--- config.mk ---
export PLATFORM = sky130hd
export DESIGN_NAME = light_output_scheduler
export DESIGN_NICKNAME = d
export VERILOG_FILES = /design/src/rtl/light_output_scheduler_pkg.sv /design/src/rtl/light_output_scheduler_phase_timer.sv /design/src/rtl/light_output_scheduler.sv
export SDC_FILE = /design/constraint.sdc
export NUM_CORES = 1
export LEC_CHECK = 0
export CAP_MARGIN = 5
export CORE_MARGIN = 2
export CORE_UTILIZATION = 35
export CTS_CLUSTER_DIAMETER = 120
export DETAILED_ROUTE_END_ITERATION = 7
export SLEW_MARGIN = 20
export SYNTH_ARGS = -nofsm -noshare
export SYNTH_HDL_FRONTEND = slang
export SYNTH_HIERARCHICAL = 1
export SYNTH_SLANG_ARGS = --single-unit
export TNS_END_PERCENT = 1
--- constraint.sdc ---
create_clock -name clk -period 4.52 [get_ports clk]
set_input_delay 1.13 -clock clk [delete_from_list [all_inputs] [get_ports clk]]
set_output_delay 1.13 -clock clk [all_outputs]
set_load 0.01 [all_outputs]
--- src/rtl/light_output_scheduler_pkg.sv ---
// Shared constants for the hood light output scheduler: widths, LED patterns,
// scheduler state encodings and the state/phase -> LED bar decode.
package light_output_scheduler_pkg;

  localparam int MODE_WIDTH   = 2;
  localparam int OUTPUT_WIDTH = 8;
  localparam logic [MODE_WIDTH-1:0] OFF_MODE = '0;

  localparam logic [OUTPUT_WIDTH-1:0] LED_ALL_ON   = 8'hFF;
  localparam logic [OUTPUT_WIDTH-1:0] LED_ALL_OFF  = 8'h00;
  localparam logic [OUTPUT_WIDTH-1:0] LED_REMIND_A = 8'hAA;
  localparam logic [OUTPUT_WIDTH-1:0] LED_REMIND_B = 8'h55;

  localparam logic [1:0] LS_IDLE   = 2'd0;
  localparam logic [1:0] LS_LIGHT  = 2'd1;
  localparam logic [1:0] LS_FLASH  = 2'd2;
  localparam logic [1:0] LS_REMIND = 2'd3;

  // Phase 0 is the first pattern of each sequence (FF for flash, AA for reminder).
  function automatic logic [OUTPUT_WIDTH-1:0] led_decode(input logic [1:0] st,
                                                         input logic fl_ph,
                                                         input logic bl_ph);
    case (st)
      LS_LIGHT:  led_decode = LED_ALL_ON;
      LS_FLASH:  led_decode = fl_ph ? LED_ALL_OFF : LED_ALL_ON;
      LS_REMIND: led_decode = bl_ph ? LED_REMIND_B : LED_REMIND_A;
      default:   led_decode = LED_ALL_OFF;
    endcase
  endfunction

endpackage

--- src/rtl/light_output_scheduler_phase_timer.sv ---
// Half-period timer: counts HALF enabled cycles, pulses phase_end on the last
// one and toggles phase. clear restarts at count 0, phase 0.
module phase_timer #(
  parameter int HALF = 4
) (
  input  logic clk,
  input  logic rst,
  input  logic clear,
  input  logic en,
  output logic phase_end,
  output logic phase
);

  localparam int CW = (HALF > 1) ? $clog2(HALF) : 1;

  logic [CW-1:0] cnt;

  assign phase_end = en && (cnt == CW'(HALF - 1));

  always_ff @(posedge clk) begin
    if (rst || clear) begin
      cnt   <= '0;
      phase <= 1'b0;
    end else if (en) begin
      if (phase_end) begin
        cnt   <= '0;
        phase <= ~phase;
      end else begin
        cnt <= cnt + 1'b1;
      end
    end
  end

endmodule

--- src/rtl/light_output_scheduler.sv ---
// Chooses what the LED bar shows: manual light, mode-change flash or cleaning
// reminder blink, with auto-off of the manual light.
module light_output_scheduler
  import light_output_scheduler_pkg::*;
#(
  parameter int FLASH_HALF  = 25_000_000,
  parameter int FLASH_COUNT = 3,
  parameter int BLINK_HALF  = 50_000_000,
  parameter int AUTO_OFF    = 0
) (
  input  logic                    clk,
  input  logic                    rst,
  input  logic                    light_btn,
  input  logic [MODE_WIDTH-1:0]   current_mode,
  input  logic                    clean_reminder,
  output logic [OUTPUT_WIDTH-1:0] shining,
  output logic                    light_on,
  output logic                    flash_active
);

  localparam int FCW       = (FLASH_COUNT > 1) ? $clog2(FLASH_COUNT) : 1;
  localparam int AW        = (AUTO_OFF > 1) ? $clog2(AUTO_OFF) : 1;
  localparam int AUTO_LAST = (AUTO_OFF > 0) ? AUTO_OFF - 1 : 0;

  logic [1:0]            state, state_nxt;
  logic [MODE_WIDTH-1:0] prev_mode;
  logic [FCW-1:0]        flash_cnt;
  logic [AW-1:0]         auto_cnt;

  logic mode_off, flash_start, auto_fire, light_nxt, flash_done;
  logic fl_end, fl_phase, fl_phase_nxt, fl_en;
  logic bl_end, bl_phase, bl_phase_nxt, bl_en, bl_clear;

  assign fl_en = (state == LS_FLASH);
  assign bl_en = (state == LS_REMIND);

  phase_timer #(.HALF(FLASH_HALF)) u_flash_timer (
    .clk(clk), .rst(rst), .clear(flash_start), .en(fl_en),
    .phase_end(fl_end), .phase(fl_phase)
  );

  phase_timer #(.HALF(BLINK_HALF)) u_blink_timer (
    .clk(clk), .rst(rst), .clear(bl_clear), .en(bl_en),
    .phase_end(bl_end), .phase(bl_phase)
  );

  always_comb begin
    mode_off    = (current_mode == OFF_MODE);
    flash_start = (current_mode != prev_mode) && !mode_off;
    auto_fire   = (AUTO_OFF != 0) && light_on && (auto_cnt == AW'(AUTO_LAST));

    light_nxt = light_on;
    if (mode_off)       light_nxt = 1'b0;
    else if (light_btn) light_nxt = ~light_on;
    else if (auto_fire) light_nxt = 1'b0;

    // A flash ends when the off-phase of its last on/off pair expires.
    flash_done = fl_en && fl_end && fl_phase && (flash_cnt == FCW'(FLASH_COUNT - 1));

    if (mode_off)                   state_nxt = LS_IDLE;
    else if (flash_start)           state_nxt = LS_FLASH;
    else if (fl_en && !flash_done)  state_nxt = LS_FLASH;
    else if (light_nxt)             state_nxt = LS_LIGHT;
    else if (clean_reminder)        state_nxt = LS_REMIND;
    else                            state_nxt = LS_IDLE;

    bl_clear = (state_nxt == LS_REMIND) && !bl_en;

    // Timer phases as they will be after this edge, so shining can be registered.
    fl_phase_nxt = flash_start ? 1'b0 : (fl_en ? (fl_phase ^ fl_end) : fl_phase);
    bl_phase_nxt = bl_clear    ? 1'b0 : (bl_en ? (bl_phase ^ bl_end) : bl_phase);
  end

  always_ff @(posedge clk) begin
    if (rst) begin
      state        <= LS_IDLE;
      shining      <= LED_ALL_OFF;
      light_on     <= 1'b0;
      flash_active <= 1'b0;
      prev_mode    <= OFF_MODE;
      flash_cnt    <= '0;
      auto_cnt     <= '0;
    end else begin
      state        <= state_nxt;
      shining      <= led_decode(state_nxt, fl_phase_nxt, bl_phase_nxt);
      light_on     <= light_nxt;
      flash_active <= (state_nxt == LS_FLASH);
      prev_mode    <= current_mode;

      if (flash_start)
        flash_cnt <= '0;
      else if (fl_en && fl_end && fl_phase)
        flash_cnt <= flash_done ? '0 : flash_cnt + 1'b1;

      if ((AUTO_OFF != 0) && light_on && light_nxt && !light_btn)
        auto_cnt <= auto_cnt + 1'b1;
      else
        auto_cnt <= '0;
    end
  end

endmodule

==> run summary, run 1 <==
CP Class: reg -> reg
YS warnings: 6
Share of post-route cells with drive strength above 1: 0.06684
Worst VDD drop: 162.7 µV
DR iter-0 viols: 79
Worst-Skew Late Latency: 0.34 ns
GR Overflow Total: 0
Max_cap viols: 0
Largest net degree at the start of global routing: 21
Buf+Inv Stages, Crit Path: 1
Met3 usage in global routing: 0.03865
Outcome: complete, no violations
Critical Path, Cell by Cell: ha_1, and4_1, nand3_2, nor3_1, nand3_1, and2_1, nor4_4, nor2b_1, or2_2, o21bai_1, buf_4, nor2_1
Tmin final: 3.292 ns
Synthesized cell area: 3090 µm²
ANT nets after route: 0
P_leak: 1.085 nW
Post-synth EDFFs: 0
Die X: 97.97 µm
Final setup violation count: 0
Actual slew at the worst max-slew pin: 0.8111 ns
Post-cts sizing count: 0
CP Data Required Time: 4.74 ns
Die area: 9597 µm²
Worst r2r dst: u_blink_timer/cnt[12]$_SDFFE_PP0P_
Most used routing layer: met2
Total GRT Usage: 0.1388
Core area: 8636 µm²
Synth Flop Type: dfxtp_1
Post-Route Skew: 0.01247 ns
Worst hold start: u_flash_timer/cnt[22]$_SDFFE_PP0P_
Slew Viols, Final: 0
Longest Clk Path Bufs: 2
Vias in the first global route: 2,375
CP Launch Point: u_flash_timer/cnt[0]$_SDFFE_PP0P_
Top Family by Delay on Critical Path: simple AND/OR/NAND/NOR gates
Layout area overhead: 13.12%
Met1 GRT Util: 0.1833
Residual DRC: 0
Initial Utilization: 0.3579
Relative slew slack: 0.4593
CTS H-tree depth: 3
Critical Path AT: 3.51 ns
WHS Endpoint: u_flash_timer/cnt[22]$_SDFFE_PP0P_
Wire per inst: 13.09 µm
Worst Setup Start Kind: register
CTS Buf Count: 9
Vias per cell: 5.425
Clk sinks: 63
Worst hold path type: reg -> reg
Die height: 97.97 µm
Fmax: 303.7 MHz
First-pass GRT wire length: 10.98 mm
Routed Wire Length: 6.309 mm
GPL Wtd Cong: 0.7310
Worst setup EP type: register
CTS tree: yes
Reg2Reg Depth: 12
Flop2flop setup slack: 1.23 ns
Final Cycle Share: 0.7284
Grt met2 use: 0.2144
Storage cell area: 1261 µm²
Multi-input logic area: 1693 µm²
Final hold vios: 0
Vias: 2,615
Clk root buf: clkbuf_8
PwrDens: 337.9 nW/µm²
RSZ-0062 raised after global routing: no
Worst path slowest cell: nor3_1
Rows: 34
First-pass DRT Iterations: 4
IO Pins: 16
Number of buffers added on ports: 15
CP peak stage delay: 0.46 ns
Clk pin slew, worst setup/hold paths: 0.08 ns
DP Wirelength: 4.290 mm
Netlist cell types: 41
Final Power: 0.001181 W
TNS Setup: 0 ns
Cells after Synth: 360
Syn_area_per_cell: 8.585 µm²
Min-Delay Path Depth: 2
FF+latch count, synth: 63
Ant diodes: 0
Setup bufs post-CTS: 0
Synth async-reset ratio: 0
Nets: 378
Syn_nets: 369
CP max FO: 20
Sequential share of the synthesized area: 0.4081
Fillers: 861
Reg2reg start: u_flash_timer/cnt[0]$_SDFFE_PP0P_
Antenna violations before repair: 0
Post-CTS Hold Buffers: 0
[cells in the mapped netlist (5+ instances only)]
cell | number | area [µm²]
or4_1 | 13 | 97.59
inv_1 | 5 | 18.77
buf_4 | 6 | 45.04
buf_2 | 6 | 30.03
nand2_1 | 23 | 86.33
o31ai_1 | 12 | 90.09
nor4_1 | 7 | 43.79
or3_1 | 15 | 93.84
and4_1 | 5 | 43.79
nor2b_1 | 6 | 37.54
o21ai_0 | 14 | 70.07
xnor2_1 | 8 | 70.07
dfxtp_1 | 63 | 1261
and3_1 | 10 | 62.56
nor2_1 | 29 | 108.9
nand3_1 | 19 | 95.09
a21oi_1 | 32 | 160.2
xor2_1 | 17 | 148.9
and2_1 | 7 | 43.79
nand4_1 | 17 | 106.4
nor3_1 | 6 | 30.03
[report_power, final]
part | internal, W | switching, W | total (W)
clock | 0.000329 | 0.000227 | 0.000556
combinational | 0.0000288 | 0.0000323 | 0.0000611
sequential | 0.000561 | 0.00000394 | 0.000565
total | 0.000919 | 0.000263 | 0.00118
[worst register-to-register path, cell delays in order (launching register included)]
cell and delay (ns):
dfxtp_1 0.44, ha_1 0.20, and4_1 0.38, nand3_2 0.26, nor3_1 0.46, nand3_1 0.15
and2_1 0.24, nor4_4 0.19, nor2b_1 0.16, or2_2 0.20, o21bai_1 0.13, buf_4 0.28
nor2_1 0.08
[cells in the final DEF (no fill, tap or decap), types with 2 or more instances in the layout]
cell and n:
o21ai_0 14, nand2b_1 4, or3_1 15, nand4_1 17, clkbuf_1 2, inv_1 5, and4_1 5, ha_1 3
o21bai_1 2, nor3_1 6, nand2_1 23, and2_1 7, o311ai_0 2, clkdlybuf4s50_1 15, xor2_1 17, nor2_1 29
dfxtp_1 63, xnor2_1 8, bufinv_16 2, nor2b_1 6, a21oi_1 32, nand3_1 19, nor4bb_1 2, nor4_1 7
clkbuf_8 10, or4_1 13, o211ai_1 3, nand3_2 2, buf_4 2, o31ai_1 12, or2_2 3, and3_1 10
a31oi_1 4
[flip-flops by register name, indices dropped and copies added, names as in the netlist]
signal / flops
u_blink_timer/cnt: 26
u_flash_timer/cnt: 25
flash_cnt: 2
prev_mode: 2
shining: 2
state: 2
flash_active: 1
light_on: 1
u_blink_timer/phase: 1
u_flash_timer/phase: 1
[stage by stage]
step	std cells	util	worst slack [ns]	hold WS [ns]	cell area (µm²)
after global placement	466	0.3790	1.224	0.4629	3273
after floorplan	360	-	1.435	0.4474	3090
final	482	0.4048	1.228	0.4861	3496
after CTS	482	0.4048	1.259	0.4894	3496
after detailed placement	466	0.3790	1.155	0.4769	3273
after global routing	482	0.4048	0.9925	0.5051	3496
[cell type report]
type	count	area share
well taps	108	0.03865
flip-flops and latches	63	0.3608
multi-input cells	273	0.4843
repair buffers	17	0.04724
inverters	5	0.005369
clock inverters	4	0.02219
clock buffers	12	0.04152
[routing by layer]
| metal | part of all wire | up-vias |
|---|---|---|
| li1 | - | 1342 |
| met1 | 0.50 | 1237 |
| met2 | 0.46 | 31 |
| met3 | 0.030 | 5 |
| met4 | 0.011 | 0 |
| met5 | 0 | - |
[kinds of logic after synthesis]
group / after synthesis / synth area share
simple gates: 171 / 0.3182
buf+inv: 24 / 0.04413
flops: 63 / 0.4081
compound gates: 74 / 0.1466
xor+xnor: 25 / 0.07085
fa+ha+maj: 3 / 0.01215
[how the worst max path moves through the flow]
stage                                                     to  slack [ns]  depth (start not counted)
after CTS                 u_blink_timer/cnt[12]$_SDFFE_PP0P_        1.26                         13
after floorplan           u_blink_timer/cnt[11]$_SDFFE_PP0P_        1.43                         14
after global routing      u_blink_timer/cnt[18]$_SDFFE_PP0P_        0.99                         13
after detailed placement   u_blink_timer/cnt[7]$_SDFFE_PP0P_        1.15                          9
final                     u_blink_timer/cnt[12]$_SDFFE_PP0P_        1.23                         12
after global placement    u_blink_timer/cnt[12]$_SDFFE_PP0P_        1.22                          9
No activity file was read; power rests on OpenSTA's default activity.
==> run 2: changes to the inputs <==
==> constraint.sdc (replaced) <==
create_clock -name clk -period 2.8 [get_ports clk]
set_input_delay 0.7 -clock clk [delete_from_list [all_inputs] [get_ports clk]]
set_output_delay 0.7 -clock clk [all_outputs]
set_load 0.01 [all_outputs]
==> run summary, run 2 (synthesized netlist as in run 1, its figures left out) <==
Rows: 34 (unchanged)
Commonest non-fill, non-tap cells in the layout: dfxtp_1 (62), a21oi_1 (32), nor2_1 (29), nand2_1 (23), nand3_1 (19)
Initial Utilization: 0.3579 (unchanged)
Layout area overhead: 15.26%
RSZ-0062 raised after global routing: no
Worst-Skew Late Latency: 0.34 ns (about the same)
Setup bufs post-CTS: 0 (unchanged)
Final Cycle Share: 0.9120 (+0.1837)
Clk pin slew, worst setup/hold paths: 0.07 ns (about the same)
Worst Setup Start Kind: register
CTS H-tree depth: 3 (unchanged)
Post-place setup slack: 0.06662 ns (-1.088 ns)
Largest net degree at the start of global routing: 21 (unchanged)
Final hold vios: 0 (unchanged)
Die area: 9597 µm² (unchanged)
Die height: 97.97 µm (unchanged)
Max FFs per register: 26 (unchanged)
Clk root buf: clkbuf_8
TNS Setup: 0 ns (unchanged)
Slew Viols, Final: 0 (unchanged)
CTS Buf Count: 9 (unchanged)
Relative slew slack: 0.4327 (-0.02663)
CTS tree: yes
ANT nets after route: 0 (unchanged)
Total GRT Usage: 0.1400 (+0.001197)
GR Overflow Total: 0 (unchanged)
DP Wirelength: 4.454 mm (+3.8%)
Top reg by flops: u_blink_timer/cnt
Vias: 2,655 (+1.5%)
CP Class: reg -> reg
Ant diodes: 0 (unchanged)
Wire per inst: 13.11 µm (+0.19%)
Actual slew at the worst max-slew pin: 0.8510 ns (+0.03994 ns)
P_leak: 1.133 nW (+4.4%)
Clk sinks: 63 (unchanged)
Tmin final: 2.554 ns (-0.7386 ns)
Worst hold path type: reg -> reg
Worst setup EP type: register
Setup ws final: 0.2463 ns (-0.9814 ns)
Critical Path AT: 2.78 ns (-0.73 ns)
Core area: 8636 µm² (unchanged)
IO Pins: 16 (unchanged)
Most common cell after layout, fill and taps aside: dfxtp_1
Longest Clk Path Bufs: 2 (unchanged)
Worst VDD drop: 225.0 µV (+38%)
Share of post-route cells with drive strength above 1: 0.09948 (+0.03263)
CP max FO: 20 (unchanged)
Fin util: 0.4125 (+0.007679)
Vias per cell: 5.418 (-0.13%)
First-pass DRT Iterations: 4 (unchanged)
Max_cap viols: 0 (unchanged)
CP Data Required Time: 3.02 ns (-1.72 ns)
GPL Wtd Cong: 0.7725 (+5.7%)
Reg2Reg Depth: 11 (-1)
Number of buffers added on ports: 15 (unchanged)
Vias in the first global route: 2,412 (+1.6%)
Fmax: 391.6 MHz (+29%)
Post-CTS Hold Buffers: 0 (unchanged)
PwrDens: 506.7 nW/µm² (+50%)
Antenna violations before repair: 0 (unchanged)
First-pass GRT wire length: 11.11 mm (+1.1%)
Fillers: 888 (+3.1%)
Nets: 386 (+2.1%)
Die X: 97.97 µm (unchanged)
Outcome: complete, no violations
Post-Route Skew: 0.007623 ns (-0.004843 ns)
DR iter-0 viols: 81 (+2.5%)
Residual DRC: 0 (unchanged)
Final setup violation count: 0 (unchanged)
Regs by FF count: u_blink_timer/cnt x26, u_flash_timer/cnt x25
Post-cts sizing count: 0 (unchanged)
Min-Delay Path Depth: 2 (unchanged)
Routed Wire Length: 6.426 mm (+1.9%)
[run 2: final timing paths]
| path | startpoint | end | slack (ns) |
|---|---|---|---|
| worst max register to register | u_flash_timer/cnt[15]$_SDFFE_PP0P_ | u_blink_timer/cnt[15]$_SDFFE_PP0P_ | 0.25 |
| worst min register to register | u_flash_timer/cnt[24]$_SDFFE_PP0P_ | u_flash_timer/cnt[24]$_SDFFE_PP0P_ | 0.48 |
| worst max-delay path | u_flash_timer/cnt[15]$_SDFFE_PP0P_ | u_blink_timer/cnt[15]$_SDFFE_PP0P_ | 0.25 |
| worst min-delay path | u_flash_timer/cnt[24]$_SDFFE_PP0P_ | u_flash_timer/cnt[24]$_SDFFE_PP0P_ | 0.48 |
[run 2: through the flow]
step | hold WS, ns | cell area (µm²) | total power, W | std cells
6_report | 0.4844 | 3562 | 0.001805 | 490
3_3_place_gp | 0.4685 | 3358 | 0.001040 | 474
4_1_cts | 0.4916 | 3555 | 0.001834 | 490
2_1_floorplan | 0.4474 | 3103 | 0.0009964 | 360
3_5_place_dp | 0.4760 | 3358 | 0.001041 | 474
5_1_grt | 0.5141 | 3562 | 0.001881 | 490
[run 2: layout make-up]
cell class / instances / area (µm²) / area share
clock buffer: 9 / 123.9 / 0.03477
timing repair buffer: 25 / 237.7 / 0.06674
multi-input combinational: 273 / 1712 / 0.4805
sequential: 63 / 1262 / 0.3544
inverter: 5 / 18.77 / 0.005269
clock inverter: 7 / 72.57 / 0.02037
tap: 108 / 135.1 / 0.03793
[run 2: power breakdown]
part | total [W] | internal [W] | switching (W) | leakage [nW]
Combinational | 0.000108 | 0.0000535 | 0.0000546 | 0.528
Clock | 0.000786 | 0.000412 | 0.000374 | 0.0956
Sequential | 0.000911 | 0.000905 | 0.00000605 | 0.510
[run 2: metal layers]
layer,GRT usage,routed length (µm)
met5,0,0
met4,0.04808,78
met3,0.04581,221
met2,0.2234,2988
met1,0.1784,3138
[run 2: critical path, cell delays in order (launching register included)]
cell and delay, ns:
dfxtp_1 0.37, nor4_1 0.38, nand4_1 0.23, nor3_4 0.23, nand3_1 0.12, and2_1 0.22
nor4_4 0.19, nor2b_1 0.17, or2_2 0.13, o21bai_1 0.15, buf_12 0.19, a21oi_1 0.05
==> run 3: changes to the inputs <==
--- a/config.mk
+++ b/config.mk
@@ -6,7 +6,6 @@
 export NUM_CORES = 1
 export LEC_CHECK = 0
 export CAP_MARGIN = 5
-export CORE_MARGIN = 2
 export CORE_UTILIZATION = 35
 export CTS_CLUSTER_DIAMETER = 120
 export DETAILED_ROUTE_END_ITERATION = 7
==> run summary, run 3 (synthesized netlist as in run 1, its figures left out) <==
Worst hold path type: reg -> reg
Storage cell area: 1261 µm² (about the same)
CTS H-tree depth: 3 (unchanged)
Reg2Reg Depth: 12 (+1)
First-pass GRT wire length: 10.90 mm (-1.9%)
CTS tree: yes
Relative slew slack: 0.4640 (+0.03132)
Final hold vios: 0 (unchanged)
IO Pins: 16 (unchanged)
Largest net degree at the start of global routing: 21 (unchanged)
Post-CTS Hold Buffers: 0 (unchanged)
Outcome: complete, no violations
Post-cts sizing count: 0 (unchanged)
Final Power: 0.001794 W (-0.61%)
Initial Utilization: 0.3687 (+0.01084)
Ant diodes: 0 (unchanged)
CTS Buf Count: 9 (unchanged)
Vias: 2,655 (unchanged)
RSZ-0062 raised after global routing: no
Fillers: 850 (-4.3%)
Die X: 95.97 µm (-2.0%)
CP max FO: 20 (unchanged)
DP Wirelength: 4.379 mm (-1.7%)
Die height: 95.97 µm (-2.0%)
Flop2flop setup slack: 0.23 ns (-0.02 ns)
Setup bufs post-CTS: 0 (unchanged)
Antenna violations before repair: 0 (unchanged)
WHS Endpoint: u_blink_timer/cnt[25]$_SDFFE_PP0P_
Longest Clk Path Bufs: 2 (unchanged)
Final Cycle Share: 0.9177 (+0.005644)
CP Data Required Time: 3.02 ns (about the same)
Max_cap viols: 0 (unchanged)
Top reg by flops: u_blink_timer/cnt
TNS Setup: 0 ns (unchanged)
Setup ws final: 0.2305 ns (-0.01580 ns)
Number of buffers added on ports: 15 (unchanged)
GR Overflow Total: 0 (unchanged)
First-pass DRT Iterations: 4 (unchanged)
Slew Viols, Final: 0 (unchanged)
Worst hold start: u_blink_timer/cnt[25]$_SDFFE_PP0P_
Worst VDD drop: 218.1 µV (-3.1%)
Layout area overhead: 14.90%
Nets: 387 (+0.26%)
Residual DRC: 0 (unchanged)
PwrDens: 505.2 nW/µm² (-0.29%)
P_leak: 1.122 nW (-1.0%)
Reg2reg start: u_flash_timer/cnt[1]$_SDFFE_PP0P_
Clk root buf: clkbuf_8
Share of post-route cells with drive strength above 1: 0.09661 (-0.002871)
CP Class: reg -> reg
Worst Setup Start Kind: register
Worst r2r dst: u_blink_timer/cnt[13]$_SDFFE_PP0P_
Wire per inst: 13.02 µm (-0.68%)
Worst setup EP type: register
Routed Wire Length: 6.356 mm (-1.1%)
Max FFs per register: 26 (unchanged)
GPL Wtd Cong: 0.8395 (+8.7%)
Fmax: 389.2 MHz (-0.61%)
Critical Path AT: 2.79 ns (about the same)
Vias in the first global route: 2,390 (-0.91%)
Most common cell after layout, fill and taps aside: dfxtp_1
Tmin final: 2.570 ns (+0.01580 ns)
Min-Delay Path Depth: 2 (unchanged)
Worst-Skew Late Latency: 0.34 ns (about the same)
Clk sinks: 63 (unchanged)
Final setup violation count: 0 (unchanged)
Total GRT Usage: 0.1537 (+0.01365)
Regs by FF count: u_blink_timer/cnt x26, u_flash_timer/cnt x25
Commonest non-fill, non-tap cells in the layout: dfxtp_1 (63), a21oi_1 (32), nor2_1 (29), nand2_1 (23), nand3_1 (19)
Core area: 8382 µm² (-2.9%)
Post-place setup slack: 0.09441 ns (+0.02779 ns)
Placed Area: 3362 µm² (+0.11%)
Post-Route Skew: 0.008146 ns (+0.0005231 ns)
Vias per cell: 5.441 (+0.41%)
Die area: 9209 µm² (-4.0%)
Clk pin slew, worst setup/hold paths: 0.07 ns (about the same)
DR iter-0 viols: 105 (+30%)
Actual slew at the worst max-slew pin: 0.8040 ns (-0.04697 ns)
Rows: 33 (-2.9%)
Final Cell Area: 3551 µm² (-0.32%)
ANT nets after route: 0 (unchanged)
Smallest hold slack: 0.4816 ns (-0.002859 ns)
Multi-input logic area: 1705 µm² (-0.37%)
## run 3: cell type report
class,count,share of cell area
well taps,105,0.03700
clock buffers,10,0.03594
flip-flops and latches,63,0.3552
inverters,5,0.005285
clock inverters,6,0.01727
repair buffers,26,0.06906
multi-input cells,273,0.4803
## run 3: layer usage
metal	global-route usage	vias up	wire length, µm
met4	0.07090	0	97
li1	-	1362	-
met3	0.04107	9	162
met5	0	-	0
met1	0.1948	1258	3176
met2	0.2429	26	2919
## run 3: worst max-delay path by stage
stage / startpoint / end / slack [ns]
finish: u_flash_timer/cnt[1]$_SDFFE_PP0P_ / u_blink_timer/cnt[13]$_SDFFE_PP0P_ / 0.23
global route: u_flash_timer/cnt[1]$_SDFFE_PP0P_ / u_blink_timer/cnt[13]$_SDFFE_PP0P_ / 0.01
CTS: u_flash_timer/cnt[15]$_SDFFE_PP0P_ / u_blink_timer/cnt[3]$_SDFFE_PP0P_ / 0.24
detailed placement: current_mode[0] / u_blink_timer/cnt[21]$_SDFFE_PP0P_ / 0.09
global placement: current_mode[0] / u_blink_timer/cnt[25]$_SDFFE_PP0P_ / 0.14
floorplan: u_flash_timer/cnt[0]$_SDFFE_PP0P_ / u_blink_timer/cnt[11]$_SDFFE_PP0P_ / 0.05
## run 3: critical path, cell delays in order, from the launching register on
cell and delay (ns):
dfxtp_1 0.41, ha_1 0.20, and4_1 0.24, nand3_2 0.10
nor3_2 0.30, nand3_1 0.13, and2_1 0.23, nor4_4 0.19
nor2b_1 0.16, or2_2 0.11, o21bai_1 0.15, buf_12 0.19
a21oi_1 0.05
## run 3: stage by stage
stage               std cells    util
floorplan                 360       -
global placement          472  0.4011
detailed placement        472  0.4011
CTS                       488  0.4236
global route              488  0.4236
finish                    488  0.4236
## run 3: where the power goes
part           internal (W)  switching (W)
clock              0.000408       0.000367
combinational     0.0000539      0.0000540
sequential         0.000905     0.00000650
total               0.00137       0.000427
